**src/rtl/bubble_sort_pkg.sv**
```systemverilog
// Shared types and constants for the bubble-sort sequencing stage.
package bubble_sort_pkg;

    // Memory word width.
    localparam int W = 16;

    // swap_count holds at this value instead of wrapping.
    localparam logic [W-1:0] SWAP_SAT = 16'hFFFF;

    typedef enum logic [2:0] {
        IDLE,
        RD_A,
        RD_B,
        CMP,
        WR_A,
        WR_B,
        DONE
    } sort_state_t;

endpackage

```
**src/rtl/bubble_sort_ctrl_register16bit.sv**
```systemverilog
// 16-bit operand register with enable and load qualifiers, async active-high reset.
module register16bit
    import bubble_sort_pkg::*;
(
    input  logic         clk,
    input  logic         rst,
    input  logic         en,
    input  logic         load,
    input  logic [W-1:0] d,
    output logic [W-1:0] q
);

    // Capture d on a rising edge when both qualifiers are high.
    // NOTE: sequential state is assigned with <= so every register samples pre-edge values.
    always_ff @(posedge clk or posedge rst) begin
        if (rst) begin
            q <= '0;
        end else if (en && load) begin
            q <= d;
        end
    end

endmodule

```
**src/rtl/bubble_sort_ctrl.sv**
```systemverilog
// Bubble-sort sequencer: walks an external synchronous word memory, compares
// adjacent words and writes them back swapped when out of order.
module bubble_sort_ctrl
    import bubble_sort_pkg::*;
#(
    parameter int N  = 8,
    parameter int AW = $clog2(N)
) (
    input  logic          clk,
    input  logic          rst,
    input  logic          start,
    output logic          busy,
    output logic          done,
    output logic [AW-1:0] mem_addr,
    input  logic [W-1:0]  mem_rd_data,
    output logic [W-1:0]  mem_wr_data,
    output logic          mem_we,
    output logic [W-1:0]  swap_count
);

    // Last legal value of pass, and the starting bound for i.
    localparam logic [AW-1:0] LAST = AW'(N - 2);

    sort_state_t   state;
    logic [AW-1:0] pass;
    logic [AW-1:0] idx;
    logic          swapped_flag;
    logic [W-1:0]  reg_a;
    logic [W-1:0]  reg_b;
    logic          step_more;
    logic          last_pass;

    // More pairs remain in the current pass; pass never exceeds LAST so no underflow.
    assign step_more = idx < (LAST - pass);
    assign last_pass = pass == LAST;

    // reg_a captures word i as it arrives during RD_B.
    register16bit u_reg_a (
        .clk  (clk),
        .rst  (rst),
        .en   (1'b1),
        .load (state == RD_B),
        .d    (mem_rd_data),
        .q    (reg_a)
    );

    // reg_b captures word i+1 as it arrives during CMP.
    register16bit u_reg_b (
        .clk  (clk),
        .rst  (rst),
        .en   (1'b1),
        .load (state == CMP),
        .d    (mem_rd_data),
        .q    (reg_b)
    );

    // Sort FSM with pass/index counters and saturating swap counter.
    always_ff @(posedge clk or posedge rst) begin
        if (rst) begin
            state        <= IDLE;
            pass         <= '0;
            idx          <= '0;
            swapped_flag <= 1'b0;
            swap_count   <= '0;
        end else begin
            case (state)
                IDLE: begin
                    if (start) begin
                        pass         <= '0;
                        idx          <= '0;
                        swapped_flag <= 1'b0;
                        swap_count   <= '0;
                        state        <= RD_A;
                    end
                end
                RD_A: state <= RD_B;
                RD_B: state <= CMP;
                CMP: begin
                    // Strict unsigned compare keeps equal words in place (stable sort).
                    if (reg_a > mem_rd_data) begin
                        state <= WR_A;
                    end else if (step_more) begin
                        idx   <= idx + AW'(1);
                        state <= RD_A;
                    end else if (!swapped_flag || last_pass) begin
                        state <= DONE;
                    end else begin
                        pass         <= pass + AW'(1);
                        idx          <= '0;
                        swapped_flag <= 1'b0;
                        state        <= RD_A;
                    end
                end
                WR_A: state <= WR_B;
                WR_B: begin
                    if (swap_count != SWAP_SAT) begin
                        swap_count <= swap_count + 16'd1;
                    end
                    // This step swapped, so only the last pass can end the sort here.
                    swapped_flag <= 1'b1;
                    if (step_more) begin
                        idx   <= idx + AW'(1);
                        state <= RD_A;
                    end else if (last_pass) begin
                        state <= DONE;
                    end else begin
                        pass         <= pass + AW'(1);
                        idx          <= '0;
                        swapped_flag <= 1'b0;
                        state        <= RD_A;
                    end
                end
                DONE:    state <= IDLE;
                default: state <= IDLE;
            endcase
        end
    end

    // Memory port and handshake decode from registered state and counters only.
    always_comb begin
        // NOTE: every output gets a default first so no path leaves one unassigned (no latch).
        mem_addr    = '0;
        mem_wr_data = '0;
        mem_we      = 1'b0;
        case (state)
            RD_A: mem_addr = idx;
            RD_B: mem_addr = idx + AW'(1);
            CMP:  mem_addr = idx + AW'(1);
            WR_A: begin
                mem_addr    = idx;
                mem_wr_data = reg_b;
                mem_we      = 1'b1;
            end
            WR_B: begin
                mem_addr    = idx + AW'(1);
                mem_wr_data = reg_a;
                mem_we      = 1'b1;
            end
            default: ;
        endcase
    end

    assign busy = state != IDLE;
    assign done = state == DONE;

endmodule

```
**config.mk**
```make
export PLATFORM = sky130hd
export DESIGN_NAME = bubble_sort_ctrl
export DESIGN_NICKNAME = d
export VERILOG_FILES = /design/src/rtl/bubble_sort_pkg.sv /design/src/rtl/bubble_sort_ctrl_register16bit.sv /design/src/rtl/bubble_sort_ctrl.sv
export SDC_FILE = /design/constraint.sdc
export NUM_CORES = 1
export LEC_CHECK = 0
export ABC_AREA = 1
export BUFFER_PORTS_ARGS = -buffer_cell sky130_fd_sc_hd__buf_2
export CELL_PAD_IN_SITES_DETAIL_PLACEMENT = 1
export CELL_PAD_IN_SITES_GLOBAL_PLACEMENT = 1
export CORE_MARGIN = 5
export CORE_UTILIZATION = 35
export CTS_CLUSTER_DIAMETER = 30
export CTS_CLUSTER_SIZE = 12
export DETAILED_ROUTE_END_ITERATION = 12
export PLACE_DENSITY = 0.77
export SLEW_MARGIN = 20
export SYNTH_ARGS = -nofsm -noshare
export SYNTH_HDL_FRONTEND = slang
export SYNTH_SLANG_ARGS = --single-unit
```
**constraint.sdc**
```tcl
create_clock -name clk -period 2.1 [get_ports clk]
set_input_delay 0.315 -clock clk [delete_from_list [all_inputs] [get_ports clk]]
set_output_delay 0.315 -clock clk [all_outputs]
set_load 0.01 [all_outputs]
```
After elaboration in Yosys (flattened, before gate mapping)
Index checks and enable logic that the tools add are counted.

operators by class
  add/sub/neg operators = 4
  magnitude comparators = 2
  equal/unequal tests = 17
  mux-type cells = 33
  reduce and logical (&&, ||, !) cells = 13

operators with widths
  cell                                                  number
  one-hot mux 16 bit (2 select lines)                   2
  2-to-1 mux 3 bit                                      17
  2-to-1 mux 16 bit                                     2
  one-hot mux 3 bit (3 select lines)                    2
  one-hot mux 3 bit (6 select lines)                    1
  adder 16 x 1 -> 16 bit (second input constant)        1
  greater-than comparator 16 bit                        1
  != test 16 bit (second input constant)                1
  != test 2 bit (second input constant)                 7
  equality test 3 bit (second input constant)           4
  AND reduction 5 bit                                   2
  2-to-1 mux 1 bit                                      7
  AND reduction 7 bit                                   1
  adder 3 x 1 -> 3 bit (second input constant)          2
  equality test 3 x 2 -> 1 bit (second input constant)  2
  != test 3 bit (second input constant)                 2
  one-hot mux 3 bit (2 select lines)                    1
  nonzero test 3 bit                                    2
  OR reduction 2 bit                                    2
  equality test 3 x 1 -> 1 bit (second input constant)  1
  logical NOT 3 bit                                     1
  less-than comparator 3 bit                            1
  one-hot mux 1 bit (3 select lines)                    1
  AND reduction 3 bit                                   1
  other kinds (5)                                       5

word-level totals
  bits in registers = 58
  input bits = 19
  word-level logic and storage cells = 76

Depth between registers and ports, before layout
  word-level depth = 6
  mapped depth = 15
  depth with buffers taken out = 15

By module
From an unflattened synthesis, not the netlist that was laid out.

second synthesis, totals
  cell total of the unflattened synthesis = 471
  area total of the unflattened synthesis = 3,787.4 µm²

modules (own cells, without submodules)
  module            instances  cells an instance  area each (µm²)  seq. area each (µm²)
  bubble_sort_ctrl  1          329                2,406.1          650.6
  register16bit     2          71                 690.7            400.4

Worst setup path after synthesis
Ideal clock, no wire load.

  kind = reg-to-reg
  start = reg pass[0]
  end = reg pass[2]
  library setup time = 0.117 ns
  arrival time = 1.881 ns
  required time = 1.983 ns
  slack = 0.102 ns
  stages on the path, launching flop included = 14
  period minus slack after synthesis = 1.998 ns
  cells stage by stage = dfrtp_1 > ha_1 > xor2_1 > ha_1 > nand2_1 > o21bai_1 > nand2_1 > inv_1 > nand2_2 > nand2_2 > nor2_4 > nand2_2 > nand2_1 > nand2_1

on the way
  cells in the longest elaborated chain, start to end = 5
  elaborated cells on any way between the ends = 16

ends and longest elaborated chain
  what                                                                      RTL line                 RTL
  start: declaration                                                        bubble_sort_ctrl.sv:25   logic [AW-1:0] pass;
  start signal: assignment                                                  bubble_sort_ctrl.sv:88   pass <= pass + AW'(1);
  start signal: assignment                                                  bubble_sort_ctrl.sv:107  pass <= pass + AW'(1);
  parallel branches: the longest is 5 deep, another holds subtractor 3 bit  -

Parallel ways; which one is timed is not known. The select of a mux whose other input is x is not followed.
A chain may end at the register's enable or synchronous reset.

Final worst setup path
  start = reg pass[1]
  end = reg idx[0]

on the way
  cells in the longest elaborated chain, start to end = 5
  elaborated cells on any way between the ends = 11

ends and longest elaborated chain
  what                                RTL line                 RTL
  subtractor 3 bit                    bubble_sort_ctrl.sv:34   assign step_more = idx < (LAST - pass);
  less-than comparator 3 bit          bubble_sort_ctrl.sv:34
  2-to-1 mux 3 bit                    bubble_sort_ctrl.sv:82   end else if (step_more) begin
  2-to-1 mux 3 bit                    bubble_sort_ctrl.sv:80   if (reg_a > mem_rd_data) begin
  one-hot mux 3 bit (3 select lines)  bubble_sort_ctrl.sv:66   case (state)
  end signal: assignment              bubble_sort_ctrl.sv:83   idx <= idx + AW'(1);
  end signal: assignment              bubble_sort_ctrl.sv:102  idx <= idx + AW'(1);
  end: declaration                    bubble_sort_ctrl.sv:26   logic [AW-1:0] idx;

Parallel ways exist; a longest one is shown, timed or not. The select of a mux whose other input is x is not followed.

==> out/results.tsv <==
stage	metric	value	unit
floorplanning	Die X	111	µm
floorplanning	placement row count	37	
placed_design	DP Wirelength	7.64	mm
routing	Iteration-0 DRC Markers	167	
yosys	Synth Area per Inst	7.77	µm²
final_layout	post-layout util	42.8	%
critical_path	Worst Path Arrival	2.25	ns
critical_path	CP dominant cell by count	nand2_1	
sta	Worst-Margin Slew	0.675	ns
yosys	area share of fa/ha/maj cells after synthesis	8.03	%
routing	first-pass detailed-route iteration total	5	
critical_path	max incr delay on CP	0.45	ns
grt	grt total ovfl	0	
critical_path	Critical Path RT	2.33	ns
floorplanning	Die Ht	111	µm
sta	Fmax	495	MHz
critical_path	reg2reg start	pass[1]	
critical_path	RR Endpoint	idx[0]	
yosys	YS warnings	0	
clock_tree	htree depth	3	
critical_path	CP Depth	12	
final_layout	Register Area	0.00146	mm²
grt	largest net degree at the start of global routing	31	
grt	first-pass GRT wire length	17.8	mm
floorplanning	Die Area	0.0124	mm²
sta	final setup TNS	0	ns
clock_tree	Clock Latency Late Sink	0.35	ns
placed_design	Post-DP Area	0.00404	mm²
yosys	simple-gate area share of the yosys netlist	28.2	%
yosys	Post-Synthesis Cells	461	
critical_path	CP Capture Type	flop	
sta	min Tclk post-route	2.02	ns
final_layout	post-route cell area	0.00434	mm²
sta	RSZ-0062 raised after global routing	yes	
yosys	ys flop type	dfrtp_1	
final_layout	share of layout cells above drive strength 1	23.7	%
routing	# DRC	0	
job	max-cap violations	0	
yosys	Synth Net Count	503	
yosys	mux cell area share after synthesis	0	%
sta	Final Setup Violations	0	
yosys	sequential area share after synthesis	40.5	%
critical_path	Critical Path End	idx[0]	
critical_path	flop-to-flop setup slack	0.08	ns
floorplanning	Core Area	0.0101	mm²
final_layout	Antenna diodes	0	
yosys	Synth cell types	35	
yosys	Compound-Gate Fraction of Synth Area	13.3	%
routing	wire per inst	15.7	µm
final_layout	Nets	574	
pwr	pwr dens	1240	mW/mm²
yosys	ys async rst share	100	%
final_layout	Multi-input gate area	0.00188	mm²
critical_path	Critical Path Fanout Max	4	
critical_path	Buf/Inv on CP	1	
clock_tree	CTS tree	done	
critical_path	Crit Path Category	reg2reg	
grt	Tot GR Track Use	17.6	%
routing	vias per std cell	5.06	
clock_tree	Reg clk slew, reported paths	0.07	ns
yosys	synth cell count leaders	121 x nand2_1, 58 x dfrtp_1, 54 x o21ai_0	
clock_tree	CTS Buf Count	9	
clock_tree	CTS Sinks	58	
routing	via count	3397	
floorplanning	Starting Density	35.3	%
clock_tree	clk buf depth	2	
grt	initial antenna violation count	0	
yosys	most frequent cell after synthesis	nand2_1	
sta	Final Hold Vio Count	0	
yosys	top cells by area, synth	dfrtp_1 41%, nand2_1 13%, ha_1 8.0%	
pwr	worst vdd ir	0.481	mV
run_status	status	finished clean	
critical_path	Worst R2R Path Depth	12	
critical_path	Worst setup SP type	flop	
critical_path	CP startpoint	pass[1]	
worst_hold_path	Min-Delay Path Class	in2async	
yosys	Mapped Area	0.00358	mm²
final_layout	fillcell total	1258	
clock_tree	cts hold-fix bufs	0	
yosys	largest area contributor in the netlist	dfrtp_1	
grt	number of global-route vias before repair	3698	
placed_design	placer congestion estimate	0.839	
sta	Max Slew Vio Count	0	
yosys	post-synth top area share	40.5	%
critical_path	CP max stage cell	dfrtp_2	
yosys	fraction of synthesized cell area in xor and xnor cells	1.96	%
clock_tree	CTS Root Cell	clkbuf_8	
yosys	main combinational cell family by area after synthesis	simple AND/OR/NAND/NOR gates	
critical_path	CP Cell Sequence	ha_4 -> xor2_1 -> ha_1 -> nand2_1 -> o21bai_1 -> nand2_1 -> inv_2 -> a21oi_2 -> a21oi_2 -> nand2_2 -> nand2_1 -> nand2_1	
yosys	Post-synth EDFFs	0	
critical_path	Crit path max-delay family	adder cells	
final_layout	synthesis-to-finish area growth	21.0	%
routing	Detail Route Antenna Nets	0	
sta	final period utilization	96.2	%
placed_design	I/O Buffers	56	
pwr	P_leak	2.20	nW
sta	clk_skew	0.00749	ns
routing	drt total wl	10.5	mm
floorplanning	IO Count	57	
sta	Slew Limit Headroom	54.9	%
yosys	Seq cells post-synth	58	
layout make-up:
type,instances,area share (%)
Multi-Input combinational cell,334,43.3
Sequential cell,58,33.6
Timing Repair Buffer,74,9.75
Inverter,55,4.76
Tap cell,136,3.92
Clock buffer,13,3.90
Clock inverter,2,0.808
per-stage QoR:
step           hold WS [ns]  std cells  setup slack [ns]  total power, mW
2_1_floorplan         0.425        461             0.102             3.46
3_3_place_gp          0.454        651            0.0716             4.01
3_5_place_dp          0.465        651           -0.0210             4.15
4_1_cts              0.0861        669           0.00609             5.34
5_1_grt               0.116        672           -0.0832             5.81
6_report             0.0644        672            0.0805             5.37
cells in the final DEF (no fill, tap or decap), types with 2 or more instances in the layout:
master	instances
ha_4	2
o21ai_0	54
a21oi_1	9
nand2_4	3
o21ai_1	9
nand3_1	34
nor3_1	6
inv_1	46
buf_6	2
buf_4	16
dfrtp_1	54
nand2_2	6
dfrtp_2	4
or2_2	4
inv_2	9
nand3_4	2
clkbuf_8	12
xor2_1	6
nand4_1	6
xnor2_1	2
a21oi_2	2
ha_1	21
nor2_2	2
nor2_1	28
nand2_1	120
buf_2	56
nand3b_1	2
a32o_1	6
kinds of logic (layout without fill, tap and decap cells):
kind of cell,Yosys count,in the layout
AND/OR/NAND/NOR,219,219
AO/OA/AOI/OAI,84,84
buffers and inverters,69,144
flip-flops,58,58
adder cells (fa/ha/maj),23,23
XOR/XNOR,8,8
registers in the layout, indices dropped and copies added, names as in the netlist:
signal / flops
idx: 3
pass: 3
state: 3
swap_count: 16
swapped_flag: 1
u_reg_a.q: 16
u_reg_b.q: 16
worst reg2reg max path, cell delays in order, from the launching register on:
cell      delay, ns
dfrtp_2        0.45
ha_4           0.17
xor2_1         0.15
ha_1           0.32
nand2_1        0.07
o21bai_1       0.10
nand2_1        0.09
inv_2          0.09
a21oi_2        0.05
a21oi_2        0.20
nand2_2        0.10
nand2_1        0.07
nand2_1        0.05
repair_timing:
| action | 4_1_cts | 5_1_grt |
|---|---|---|
| endpoints found under the hold margin | 0 | 0 |
| endpoints found under the setup margin | 7 | 12 |
| resized for setup | 2 | 11 |
| gates cloned | 0 | 0 |
| buffers inserted | 3 | 3 |
| pin swaps | 2 | 7 |
report_power, final:
group | switching (mW) | internal (mW)
sequential | 0.319 | 1.50
clock | 0.466 | 0.638
combinational | 1.59 | 0.861
how the worst min path moves through the flow:
stage	endpoint	slack, ns	cells past startpoint
after floorplan	u_reg_b.q[0]	0.42	2
after global placement	swapped_flag	0.45	2
after detailed placement	swapped_flag	0.46	2
after CTS	swap_count[5]	0.09	2
after global routing	swap_count[9]	0.12	2
final	swap_count[9]	0.06	2
per-layer routing:
layer  track usage [%]  share of wire, %  up-vias
met5                 0                 0        -
met4              5.27               1.2        0
met3              4.69               4.6       10
met2              31.8                52       70
met1              20.3                42     1676
li1                  -                 -     1641
Note: power is estimated with default switching activity, not from simulation.
